$ cat src/rtl/pcecd_pkg.sv
`default_nettype none
// ============================================================================
// Module      : pcecd_pkg
// Description : Shared types and constants for the PC Engine CD SCSI target:
//               phase states, bus phase encodings, status/message bytes and
//               CDB length decode.
// Revision    : 1.0 - initial release
// ============================================================================
package pcecd_pkg;

    typedef enum logic [2:0] {
        ST_BUS_FREE = 3'd0,
        ST_COMMAND  = 3'd1,
        ST_EXEC     = 3'd2,
        ST_DATA_IN  = 3'd3,
        ST_STATUS   = 3'd4,
        ST_MSG_IN   = 3'd5,
        ST_MSG_WAIT = 3'd6
    } state_t;

    // Target phase signals packed as {bsy, msg, cd, io}
    localparam logic [3:0] PH_BUS_FREE = 4'b0000;
    localparam logic [3:0] PH_COMMAND  = 4'b1010;
    localparam logic [3:0] PH_DATA_IN  = 4'b1001;
    localparam logic [3:0] PH_STATUS   = 4'b1011;
    localparam logic [3:0] PH_MESSAGE  = 4'b1111;

    localparam logic [7:0] STATUS_GOOD      = 8'h00;
    localparam logic [7:0] STATUS_CHECK     = 8'h02;
    localparam logic [7:0] MSG_CMD_COMPLETE = 8'h00;

    // Group code in opcode bits [7:5] selects the CDB size
    function automatic logic [3:0] cdb_len(input logic [7:0] opcode);
        case (opcode[7:5])
            3'd1, 3'd2, 3'd6, 3'd7: return 4'd10;
            default:                return 4'd6;
        endcase
    endfunction

endpackage
`default_nettype wire

$ cat src/rtl/pcecd_drive_if.sv
`default_nettype none
// ============================================================================
// Module      : pcecd_drive_if
// Description : Initiator bus and command-executor signals of the CD drive.
//               slave = drive side, master = register block / executor side.
// Revision    : 1.0 - initial release
// ============================================================================
interface pcecd_drive_if #(
    parameter int CMD_MAX = 10
);
    logic                   sel_i;
    logic                   ack_i;
    logic                   rst_i;
    logic [7:0]             db_i;
    logic                   bsy;
    logic                   req;
    logic                   msg;
    logic                   cd;
    logic                   io;
    logic [7:0]             db_o;
    logic                   cmd_valid;
    logic [8*CMD_MAX-1:0]   cmd_bytes;
    logic                   dat_valid;
    logic [7:0]             dat_byte;
    logic                   dat_ready;
    logic                   done_valid;
    logic [7:0]             done_status;
    logic                   irq_ready;
    logic                   irq_done;

    modport slave (
        input  sel_i, ack_i, rst_i, db_i, dat_valid, dat_byte, done_valid, done_status,
        output bsy, req, msg, cd, io, db_o, cmd_valid, cmd_bytes, dat_ready, irq_ready, irq_done
    );

    modport master (
        output sel_i, ack_i, rst_i, db_i, dat_valid, dat_byte, done_valid, done_status,
        input  bsy, req, msg, cd, io, db_o, cmd_valid, cmd_bytes, dat_ready, irq_ready, irq_done
    );
endinterface
`default_nettype wire

$ cat src/rtl/pcecd_reqack.sv
`default_nettype none
// ============================================================================
// Module      : pcecd_reqack
// Description : One REQ/ACK byte handshake with a programmable REQ delay,
//               shared by command, data, status and message phases.
// Revision    : 1.0 - initial release
// ============================================================================
module pcecd_reqack #(
    parameter int REQ_DELAY = 4
) (
    input  wire logic clk,
    input  wire logic reset,
    input  wire logic i_clear,
    input  wire logic i_arm,
    input  wire logic i_auto_req,
    input  wire logic i_load,
    input  wire logic i_ack,
    output logic      o_req,
    output logic      o_launch_ok,
    output logic      o_strobe,
    output logic      o_done,
    output logic      o_busy
);

    localparam logic [3:0] c_req_delay = 4'(REQ_DELAY);

    logic [3:0] r_delay;
    logic       r_active;
    logic       r_req;
    logic       r_acked;
    logic       w_elapsed;
    logic       w_raise;

    // Counter hits zero on this edge, so REQ lands exactly REQ_DELAY cycles after arming
    assign w_elapsed   = (r_delay <= 4'd1);
    assign o_launch_ok = r_active && !r_req && !r_acked && w_elapsed && !i_ack;
    assign w_raise     = o_launch_ok && (i_auto_req || i_load);
    assign o_strobe    = r_req && i_ack;
    assign o_done      = r_acked && !i_ack;
    assign o_busy      = r_req || r_acked;
    assign o_req       = r_req;

    always_ff @(posedge clk or negedge reset) begin
        if (!reset) begin
            r_delay  <= 4'd0;
            r_active <= 1'b0;
            r_req    <= 1'b0;
            r_acked  <= 1'b0;
        end else if (i_clear) begin
            r_delay  <= 4'd0;
            r_active <= 1'b0;
            r_req    <= 1'b0;
            r_acked  <= 1'b0;
        end else begin
            if (i_arm) begin
                r_delay  <= c_req_delay;
                r_active <= 1'b1;
            end else if (r_delay != 4'd0) begin
                r_delay <= r_delay - 4'd1;
            end
            if (w_raise) begin
                r_req    <= 1'b1;
                r_active <= 1'b0;
            end
            if (o_strobe) begin
                r_req   <= 1'b0;
                r_acked <= 1'b1;
            end
            if (o_done) begin
                r_acked <= 1'b0;
            end
        end
    end

endmodule
`default_nettype wire

$ cat src/rtl/pcecd_drive.sv
`default_nettype none
// ============================================================================
// Module      : pcecd_drive
// Description : SCSI target phase engine: collects CDBs, streams data-in
//               bytes, then sends status and command-complete message.
// Revision    : 1.0 - initial release
// ============================================================================
module pcecd_drive
    import pcecd_pkg::*;
#(
    parameter int CMD_MAX   = 10,
    parameter int REQ_DELAY = 4
) (
    input  wire logic     clk,
    input  wire logic     reset,
    pcecd_drive_if.slave  bus
);

    state_t               r_state;
    logic [3:0]           r_phase;
    logic [3:0]           r_index;
    logic [8*CMD_MAX-1:0] r_buf;
    logic [7:0]           r_db_o;
    logic                 r_cmd_valid;
    logic                 r_irq_ready;
    logic                 r_irq_done;
    logic                 r_first_sent;

    logic w_req;
    logic w_launch_ok;
    logic w_strobe;
    logic w_done;
    logic w_busy;
    logic w_arm;
    logic w_auto_req;
    logic w_cmd_last;
    logic w_xfer;
    logic w_din_done;

    assign w_cmd_last = (r_index + 4'd1) == cdb_len(r_buf[7:0]);
    assign w_auto_req = (r_state == ST_COMMAND) || (r_state == ST_STATUS) || (r_state == ST_MSG_IN);
    assign w_xfer     = (r_state == ST_DATA_IN) && w_launch_ok && bus.dat_valid
                        && !bus.done_valid && !bus.rst_i;
    assign w_din_done = (r_state == ST_DATA_IN) && bus.done_valid && !w_busy && !bus.ack_i;

    // Every phase entry and every completed byte that is followed by another restarts the delay
    assign w_arm = ((r_state == ST_BUS_FREE) && bus.sel_i)
                || ((r_state == ST_COMMAND) && w_done && !w_cmd_last)
                || ((r_state == ST_EXEC) && (bus.done_valid || bus.dat_valid))
                || ((r_state == ST_DATA_IN) && (w_din_done || w_done))
                || ((r_state == ST_STATUS) && w_done);

    pcecd_reqack #(
        .REQ_DELAY (REQ_DELAY)
    ) u_reqack (
        .clk         (clk),
        .reset       (reset),
        .i_clear     (bus.rst_i),
        .i_arm       (w_arm),
        .i_auto_req  (w_auto_req),
        .i_load      (w_xfer),
        .i_ack       (bus.ack_i),
        .o_req       (w_req),
        .o_launch_ok (w_launch_ok),
        .o_strobe    (w_strobe),
        .o_done      (w_done),
        .o_busy      (w_busy)
    );

    always_ff @(posedge clk or negedge reset) begin
        if (!reset) begin
            r_state      <= ST_BUS_FREE;
            r_phase      <= PH_BUS_FREE;
            r_index      <= 4'd0;
            r_buf        <= '0;
            r_db_o       <= 8'h00;
            r_cmd_valid  <= 1'b0;
            r_irq_ready  <= 1'b0;
            r_irq_done   <= 1'b0;
            r_first_sent <= 1'b0;
        end else if (bus.rst_i) begin
            r_state      <= ST_BUS_FREE;
            r_phase      <= PH_BUS_FREE;
            r_index      <= 4'd0;
            r_buf        <= '0;
            r_db_o       <= 8'h00;
            r_cmd_valid  <= 1'b0;
            r_irq_ready  <= 1'b0;
            r_irq_done   <= 1'b0;
            r_first_sent <= 1'b0;
        end else begin
            r_cmd_valid <= 1'b0;
            r_irq_ready <= 1'b0;
            r_irq_done  <= 1'b0;
            case (r_state)
                ST_BUS_FREE: begin
                    if (bus.sel_i) begin
                        r_state      <= ST_COMMAND;
                        r_phase      <= PH_COMMAND;
                        r_index      <= 4'd0;
                        r_buf        <= '0;
                        r_first_sent <= 1'b0;
                    end
                end
                ST_COMMAND: begin
                    if (w_strobe) begin
                        for (int i = 0; i < CMD_MAX; i++) begin
                            if (r_index == i[3:0]) begin
                                r_buf[i*8 +: 8] <= bus.db_i;
                            end
                        end
                    end
                    if (w_done) begin
                        r_index <= r_index + 4'd1;
                        if (w_cmd_last) begin
                            r_cmd_valid <= 1'b1;
                            r_state     <= ST_EXEC;
                        end
                    end
                end
                ST_EXEC: begin
                    if (bus.done_valid) begin
                        r_state    <= ST_STATUS;
                        r_phase    <= PH_STATUS;
                        r_db_o     <= bus.done_status;
                        r_irq_done <= 1'b1;
                    end else if (bus.dat_valid) begin
                        r_state <= ST_DATA_IN;
                        r_phase <= PH_DATA_IN;
                    end
                end
                ST_DATA_IN: begin
                    if (w_din_done) begin
                        r_state    <= ST_STATUS;
                        r_phase    <= PH_STATUS;
                        r_db_o     <= bus.done_status;
                        r_irq_done <= 1'b1;
                    end else if (w_xfer) begin
                        r_db_o <= bus.dat_byte;
                        if (!r_first_sent) begin
                            r_irq_ready  <= 1'b1;
                            r_first_sent <= 1'b1;
                        end
                    end
                end
                ST_STATUS: begin
                    if (w_done) begin
                        r_state <= ST_MSG_IN;
                        r_phase <= PH_MESSAGE;
                        r_db_o  <= MSG_CMD_COMPLETE;
                    end
                end
                ST_MSG_IN: begin
                    if (w_strobe) begin
                        r_state <= ST_MSG_WAIT;
                    end
                end
                ST_MSG_WAIT: begin
                    if (w_done) begin
                        r_state <= ST_BUS_FREE;
                        r_phase <= PH_BUS_FREE;
                        r_db_o  <= 8'h00;
                        r_buf   <= '0;
                    end
                end
                default: begin
                    r_state <= ST_BUS_FREE;
                    r_phase <= PH_BUS_FREE;
                end
            endcase
        end
    end

    assign bus.bsy       = r_phase[3];
    assign bus.msg       = r_phase[2];
    assign bus.cd        = r_phase[1];
    assign bus.io        = r_phase[0];
    assign bus.req       = w_req;
    assign bus.db_o      = r_db_o;
    assign bus.cmd_valid = r_cmd_valid;
    assign bus.cmd_bytes = r_buf;
    assign bus.dat_ready = w_xfer;
    assign bus.irq_ready = r_irq_ready;
    assign bus.irq_done  = r_irq_done;

endmodule
`default_nettype wire

$ cat src/flat_wrapper.sv
// flat-port wrapper written by rule: the top's interface ports become plain ports
module pcecd_drive_flat import pcecd_pkg::*;
#(
    parameter int CMD_MAX   = 10,
    parameter int REQ_DELAY = 4
)
  (clk, reset, bus_sel_i, bus_ack_i, bus_rst_i, bus_db_i, bus_dat_valid, bus_dat_byte, bus_done_valid, bus_done_status, bus_bsy, bus_req, bus_msg, bus_cd, bus_io, bus_db_o, bus_cmd_valid, bus_cmd_bytes, bus_dat_ready, bus_irq_ready, bus_irq_done);
  pcecd_drive_if #(.CMD_MAX(CMD_MAX)) bus_i ();
  input  wire logic clk;
  input  wire logic reset;
  input wire logic [$bits(bus_i.sel_i)-1:0] bus_sel_i;
  input wire logic [$bits(bus_i.ack_i)-1:0] bus_ack_i;
  input wire logic [$bits(bus_i.rst_i)-1:0] bus_rst_i;
  input wire logic [$bits(bus_i.db_i)-1:0] bus_db_i;
  input wire logic [$bits(bus_i.dat_valid)-1:0] bus_dat_valid;
  input wire logic [$bits(bus_i.dat_byte)-1:0] bus_dat_byte;
  input wire logic [$bits(bus_i.done_valid)-1:0] bus_done_valid;
  input wire logic [$bits(bus_i.done_status)-1:0] bus_done_status;
  output wire logic [$bits(bus_i.bsy)-1:0] bus_bsy;
  output wire logic [$bits(bus_i.req)-1:0] bus_req;
  output wire logic [$bits(bus_i.msg)-1:0] bus_msg;
  output wire logic [$bits(bus_i.cd)-1:0] bus_cd;
  output wire logic [$bits(bus_i.io)-1:0] bus_io;
  output wire logic [$bits(bus_i.db_o)-1:0] bus_db_o;
  output wire logic [$bits(bus_i.cmd_valid)-1:0] bus_cmd_valid;
  output wire logic [$bits(bus_i.cmd_bytes)-1:0] bus_cmd_bytes;
  output wire logic [$bits(bus_i.dat_ready)-1:0] bus_dat_ready;
  output wire logic [$bits(bus_i.irq_ready)-1:0] bus_irq_ready;
  output wire logic [$bits(bus_i.irq_done)-1:0] bus_irq_done;
  assign bus_i.sel_i = bus_sel_i;
  assign bus_i.ack_i = bus_ack_i;
  assign bus_i.rst_i = bus_rst_i;
  assign bus_i.db_i = bus_db_i;
  assign bus_i.dat_valid = bus_dat_valid;
  assign bus_i.dat_byte = bus_dat_byte;
  assign bus_i.done_valid = bus_done_valid;
  assign bus_i.done_status = bus_done_status;
  assign bus_bsy = bus_i.bsy;
  assign bus_req = bus_i.req;
  assign bus_msg = bus_i.msg;
  assign bus_cd = bus_i.cd;
  assign bus_io = bus_i.io;
  assign bus_db_o = bus_i.db_o;
  assign bus_cmd_valid = bus_i.cmd_valid;
  assign bus_cmd_bytes = bus_i.cmd_bytes;
  assign bus_dat_ready = bus_i.dat_ready;
  assign bus_irq_ready = bus_i.irq_ready;
  assign bus_irq_done = bus_i.irq_done;
  pcecd_drive #(.CMD_MAX(CMD_MAX), .REQ_DELAY(REQ_DELAY)) u_core (.clk(clk), .reset(reset), .bus(bus_i));
endmodule
$ cat config.mk
export PLATFORM = sky130hd
export DESIGN_NAME = pcecd_drive_flat
export DESIGN_NICKNAME = d
export VERILOG_FILES = /design/src/rtl/pcecd_pkg.sv /design/src/rtl/pcecd_drive_if.sv /design/src/rtl/pcecd_reqack.sv /design/src/rtl/pcecd_drive.sv /design/src/flat_wrapper.sv
export SDC_FILE = /design/constraint.sdc
export NUM_CORES = 1
export LEC_CHECK = 0
export ABC_AREA = 1
export CAP_MARGIN = 30
export CORE_MARGIN = 10
export CORE_UTILIZATION = 45
export CTS_CLUSTER_DIAMETER = 80
export DETAILED_ROUTE_END_ITERATION = 10
export PLACE_DENSITY = 0.76
export SKIP_CTS_REPAIR_TIMING = 1
export SLEW_MARGIN = 20
export SYNTH_ARGS = -nofsm -noshare
export SYNTH_HDL_FRONTEND = slang
export SYNTH_SLANG_ARGS = --single-unit
$ cat constraint.sdc
create_clock -name clk -period 1.7 [get_ports clk]
set_clock_uncertainty 0.05 [all_clocks]
set_input_delay 0.34 -clock clk [delete_from_list [all_inputs] [get_ports clk]]
set_output_delay 0.34 -clock clk [all_outputs]
set_load 0.005 [all_outputs]
**Yosys cells after proc, flatten, opt, wreduce, memory -nomap -nowiden**

Cells that the tools add are included.

- Register bits after elaboration: 110
- Input bits: 31
- Word-level logic and storage cells: 211

- Magnitude comparators: 1
- Mux-type cells: 75
- Add/subtract/negate cells: 2
- Reduce and logical (&&, ||, !) cells: 66
- Equality and inequality tests: 45

Operators with widths:

| operator | number |
|---|---|
| $mux W80 | 4 |
| $pmux W80 S3 | 1 |
| $mux W8 | 15 |
| $mux W4 | 14 |
| $reduce_and A5 Y1 | 10 |
| $ne A3 B3 Y1 const B | 16 |
| $mux W3 | 10 |
| $mux W1 | 25 |
| $pmux W4 S6 | 1 |
| $pmux W8 S3 | 1 |
| $pmux W3 S7 | 1 |
| $logic_and A1 B1 Y1 | 20 |
| $reduce_bool A3 Y1 | 6 |
| $eq A4 B3 Y1 const B | 4 |
| $eq A3 B3 Y1 const B | 5 |
| $ne A3 B2 Y1 const B | 5 |
| $reduce_bool A4 Y1 | 3 |
| $logic_or A1 B1 Y1 | 10 |
| $eq A3 B2 Y1 const B | 3 |
| $eq A4 B2 Y1 const B | 2 |
| $eq A4 B4 Y1 const B | 2 |
| $pmux W4 S2 | 1 |
| $reduce_and A4 Y1 | 2 |
| $reduce_and A8 Y1 | 1 |
| other kinds (18) | 27 |

**Depth between registers and ports, before layout**

- Depth in word-level cells: 14
- Gate-level depth with buffers: 12
- Mapped depth without buffers: 11

**By module**

A second synthesis with hierarchy kept.

- Cells, all modules: 596
- Area total of the unflattened synthesis: 5,178.7 um^2

By module, submodules not included:

| module | instances | seq. area each (um^2) | cells each | area an instance (um^2) |
|---|---|---|---|---|
| pcecd_drive | 1 | 2,577.5 | 540 | 4,739.5 |
| pcecd_reqack | 1 | 175.2 | 56 | 439.2 |

**Worst setup path after synthesis**

No wires, ideal clock.

- Kind: register to register
- From: register u_core.u_reqack.r_delay[0]
- To: register u_core.r_db_o[1], in the netlist u_core.bus.db_o[1]
- Arrival: 1.478 ns
- Cell stages (with the launch flop): 11
- Path buffers: 1
- Period minus slack after synthesis: 1.657 ns
- Data required time: 1.521 ns
- Setup time: 0.129 ns
- Setup slack: 0.043 ns
- Cells stage by stage: dfrtp_1 > inv_1 > ha_1 > o21ai_0 > nor2_1 > nand4_1 > nand2_1 > nand2_1 > buf_4 > nand2_1 > o21ai_0

- Word-level cells in the longest chain between the ends: 9

RTL lines:

| item | RTL line | RTL |
|---|---|---|
| start: declaration | pcecd_reqack.sv:27 | `logic [3:0] r_delay;` |
| start signal: assignment | pcecd_reqack.sv:56 | `r_delay <= c_req_delay;` |
| start signal: assignment | pcecd_reqack.sv:59 | `r_delay <= r_delay - 4'd1;` |
| $le A4 B1 Y1 | pcecd_reqack.sv:35 | `assign w_elapsed = (r_delay <= 4'd1);` |
| $logic_and A1 B1 Y1 (2 in series) | pcecd_reqack.sv:36 | `assign o_launch_ok = r_active && !r_req && !r_acked && w_elapsed && !i_ack;` |
| $logic_and A1 B1 Y1 (2 in series) | pcecd_drive.sv:42 | `assign w_xfer = (r_state == ST_DATA_IN) && w_launch_ok && bus.dat_valid` |
| $logic_and A1 B1 Y1 (2 in series) | pcecd_drive.sv:43 | `&& !bus.done_valid && !bus.rst_i;` |
| $ne A4 B3 Y1 (no source line) | n/a |  |
| $reduce_and A4 Y1 (no source line) | n/a |  |
| end signal: assignment | pcecd_drive.sv:125 | `r_db_o <= bus.done_status;` |
| end signal: assignment | pcecd_drive.sv:136 | `r_db_o <= bus.done_status;` |
| end signal: assignment | pcecd_drive.sv:139 | `r_db_o <= bus.dat_byte;` |
| end: declaration | pcecd_drive.sv:23 | `logic [7:0] r_db_o;` |

No other way between the ends.
A chain may end at the register's enable or synchronous reset.

**Worst setup path after layout**

- From: register u_core.u_reqack.r_delay[1]
- To: output port bus_dat_ready

- Word-level cells in the longest chain between the ends: 7

RTL lines:

| item | RTL line | RTL |
|---|---|---|
| $le A4 B1 Y1 | pcecd_reqack.sv:35 |  |
| $logic_and A1 B1 Y1 (2 in series) | pcecd_reqack.sv:36 |  |
| $logic_and A1 B1 Y1 (2 in series) | pcecd_drive.sv:42 |  |
| $logic_and A1 B1 Y1 (2 in series) | pcecd_drive.sv:43 |  |
| end: declaration | flat_wrapper.sv:27 | `output wire logic [$bits(bus_i.dat_ready)-1:0] bus_dat_ready;` |

No other way between the ends.

==> impl_metrics.py <==
metrics = {
    "yosys": {
        "synth.yosys.seq_area_share_pct": 51.3,
        "synthDistinctLibCells": 33,
        "netlist_area_sq_um": 5360,
        "synthAdderAreaFrac_pct": 1.63,
        "yosysWarnings": 0,
        "ys_top_cells_by_area": "dfrtp_1, nand2_1, o21ai_0, nor2_4, inv_1",
        "synth_area_per_cell_sq_um": 8.20,
        "synth_compound_area_share_pct": 13.8,
        "synthArstFlopShare_pct": 100,
        "yosysTopAreaCellShare_pct": 51.3,
        "synth.area.mux_share_pct": 0.187,
        "ys.flop_type": "dfrtp_1",
        "synth_xor_area_share_pct": 0.490,
        "synthCells": 654,
        "synth_seq_cells": 110,
        "synth-simple-area-share_pct": 27.6,
        "synth_top_family_by_area": "simple AND/OR/NAND/NOR gates",
        "syn-num-nets": 692,
        "synth_edf_count": 0,
        "synth_top_cell_by_area": "dfrtp_1",
    },
    "finish": {
        "synthToLayoutAreaGrowth_pct": 65.3,
        "final_core_util_pct": 76.6,
        "diodes": 0,
        "n_fill_cell": 701,
        "nets": 938,
        "drive_gt1_share_pct": 29.8,
        "final_cells": 1048,
        "seqCellArea_sq_um": 2760,
        "multi_input_area_sq_um": 2810,
    },
    "placed_design": {
        "hpwl_um": 13200,
        "dp.cells": 989,
        "numPortBuffers": 127,
        "gp_congestion": 0.884,
    },
    "floorplanning": {
        "core_region_area_sq_um": 11600,
        "fp.dieArea_sq_um": 16700,
        "io_pins": 128,
        "start_util_pct": 46.4,
        "die_w_um": 129,
        "rows": 39,
        "fp.dieH_um": 129,
    },
    "worst_setup_path": {
        "critical_path_class": "reg2out",
        "critical_path.max_fanout": 3,
        "critPathRequiredTime_ns": 1.31,
        "critPathLaunchType": "flop",
        "critPathArrivalTime_ns": 1.57,
        "end_kind": "primary output",
    },
    "timing": {
        "maxSlewHeadroom_pct": 64.4,
        "rsz0062_at_grt": "true",
        "fmax_mhz": 511,
        "tightest_slew_ns": 0.520,
        "fin_crit_sh_pct": 115,
        "slew_violations": 0,
        "hold_violations": 0,
        "setup_viol": 99,
        "whs_ns": 0.422,
        "postLayoutSetupSlackWorst_ns": -0.257,
        "period_minus_slack_ns": 1.96,
    },
    "routing": {
        "drc": 0,
        "first_pass_iters": 7,
        "drt-initial-drc-count": 742,
        "via_count": 6114,
        "vias_per_cell": 5.83,
        "ant_nets": 0,
        "routedWlPerCell_um": 21.9,
        "routed_wl_um": 22900,
    },
    "outcome": {
        "status": "complete, but fails checks",
        "violations": "negative setup slack",
    },
    "min_path": {
        "min_path_type": "reg2reg",
    },
    "pwr": {
        "leakagePower_nw": 4.42,
        "peakVddDrop_v": 0.000882,
        "p_per_area_nw_per_um2": 1570,
    },
    "clock_tree": {
        "htree_levels": 3,
        "clk_latency_ns": 0.36,
        "clk_pin_slew_ns": 0.07,
        "cts_inserted_buffers": 9,
        "cts_root_buf": "clkbuf_16",
        "cts_sinks": 110,
        "cts_tree": "yes",
        "clockBufferDepth": 2,
    },
    "job": {
        "maxCapViolations": 0,
    },
    "global_routing": {
        "grt-ovfl-total": 0,
        "antenna_found_initial": 0,
        "grt_max_degree": 38,
        "track_usage_pct": 20.9,
        "grt_pass1_vias": 5272,
        "grt_pass1_wl_um": 28000,
    },
}
[worst max-delay path, cell delays in order (launching register included)]
cell and delay (ns):
dfrtp_1 0.39, inv_2 0.10, ha_2 0.19, o21ai_2 0.07
nor2_2 0.12, nand4_1 0.13, inv_1 0.10, buf_2 0.12
[sequential cells by signal (all words and copies together) (netlist names)]
| register | flops |
|---|---|
| u_core.bus.irq_done | 1 |
| u_core.r_first_sent | 1 |
| u_core.bus.cmd_bytes | 80 |
| u_core.u_reqack.r_acked | 1 |
| u_core.u_reqack.o_req | 1 |
| u_core.bus.irq_ready | 1 |
| u_core.r_state | 3 |
| u_core.r_index | 4 |
| u_core.bus.db_o | 8 |
| u_core.bus.cmd_valid | 1 |
| u_core.u_reqack.r_delay | 4 |
| u_core.r_phase | 4 |
| u_core.u_reqack.r_active | 1 |
[synth_stat cells, types with 2 or more instances]
cell type,number
nor2_1,26
o21ai_1,10
nand3_1,22
nand2_1,254
o211ai_1,8
nor3_1,4
buf_6,4
o21ai_0,104
nand2_2,2
a21oi_1,7
buf_4,2
nor2_2,5
nor2_4,19
o21bai_1,2
buf_2,4
clkbuf_1,6
xor2_1,2
ha_1,7
inv_1,38
inv_2,4
nand4_1,2
o22ai_1,2
dfrtp_1,110
[layout make-up]
type                    instances  share of cell area (%)
multi-input cells             487                    31.8
flip-flops and latches        110                    31.1
repair buffers                250                    29.8
clock buffers                   9                    2.54
well taps                     143                    2.02
inverters                      42                    1.92
clock inverters                 7                   0.918
[routing by layer]
| layer | global-route usage (%) | part of all wire (%) | vias to the layer above |
|---|---|---|---|
| met3 | 3.51 | 8.4 | 98 |
| li1 | - | - | 2636 |
| met2 | 36.2 | 51 | 372 |
| met5 | 0 | 0 | - |
| met1 | 26.3 | 36 | 3008 |
| met4 | 6.09 | 4.2 | 0 |
[path summary, 6_finish.rpt]
kind                                                   startpoint                              endpoint  slack, ns  depth (start not counted)
max in group asynchronous                                   reset  u_core.bus.cmd_bytes[52]$_DFFE_PN0P_       0.55                          3
max reg2reg                         u_core.r_state[0]$_DFFE_PN0P_  u_core.bus.cmd_bytes[59]$_DFFE_PN0P_      -0.21                         10
max                        u_core.u_reqack.r_delay[1]$_DFFE_PN0P_                         bus_dat_ready      -0.26                          7
min in group asynchronous                                   reset         u_core.bus.irq_done$_DFF_PN0_       0.47                          2
min reg2reg                       u_core.r_first_sent$_DFFE_PN0P_        u_core.bus.irq_ready$_DFF_PN0_       0.42                          1
min                               u_core.r_first_sent$_DFFE_PN0P_        u_core.bus.irq_ready$_DFF_PN0_       0.42                          1
[where the power goes]
group          internal, W  switching [W]  leakage [nW]  total, W
Sequential         0.00331       0.000536          1.50   0.00384
Combinational      0.00371        0.00415          2.77   0.00785
Clock              0.00117        0.00108         0.152   0.00224
[stage by stage]
step / TNS, ns / setup slack [ns] / instance area [sq um] / power, W
after global routing: -16.53 / -0.329 / 8860 / 0.0145
final: -10.20 / -0.257 / 8860 / 0.0139
after CTS: -18.69 / -0.703 / 7740 / 0.0114
after floorplan: 0 / 0.0430 / 5360 / 0.00628
after detailed placement: -53.27 / -0.603 / 7430 / 0.00922
after global placement: -48.55 / -0.569 / 7430 / 0.00901
[logic make-up after synthesis]
group	after synthesis
AOI/OAI and AO/OA	137
xor gates and xnor gates	3
adders and majority gates	7
buffers and inverters	59
DFF	110
muxes	1
and+or+nand+nor	337
[cell usage in the layout, fill, tap and decap left out, types with 6 or more instances in the layout]
cell / count
nand2_1: 221
nand2_4: 8
nor2_1: 12
o21ai_1: 35
clkbuf_16: 18
nor2_4: 28
buf_12: 12
nand3_1: 18
dlymetal6s2s_1: 6
inv_1: 33
dfrtp_1: 108
clkdlybuf4s50_1: 119
o211ai_1: 8
o21ai_0: 52
nand2_2: 26
o21ai_2: 27
nor2_2: 11
buf_6: 19
buf_4: 78
inv_2: 6
Note: power is estimated with default switching activity, not from simulation.
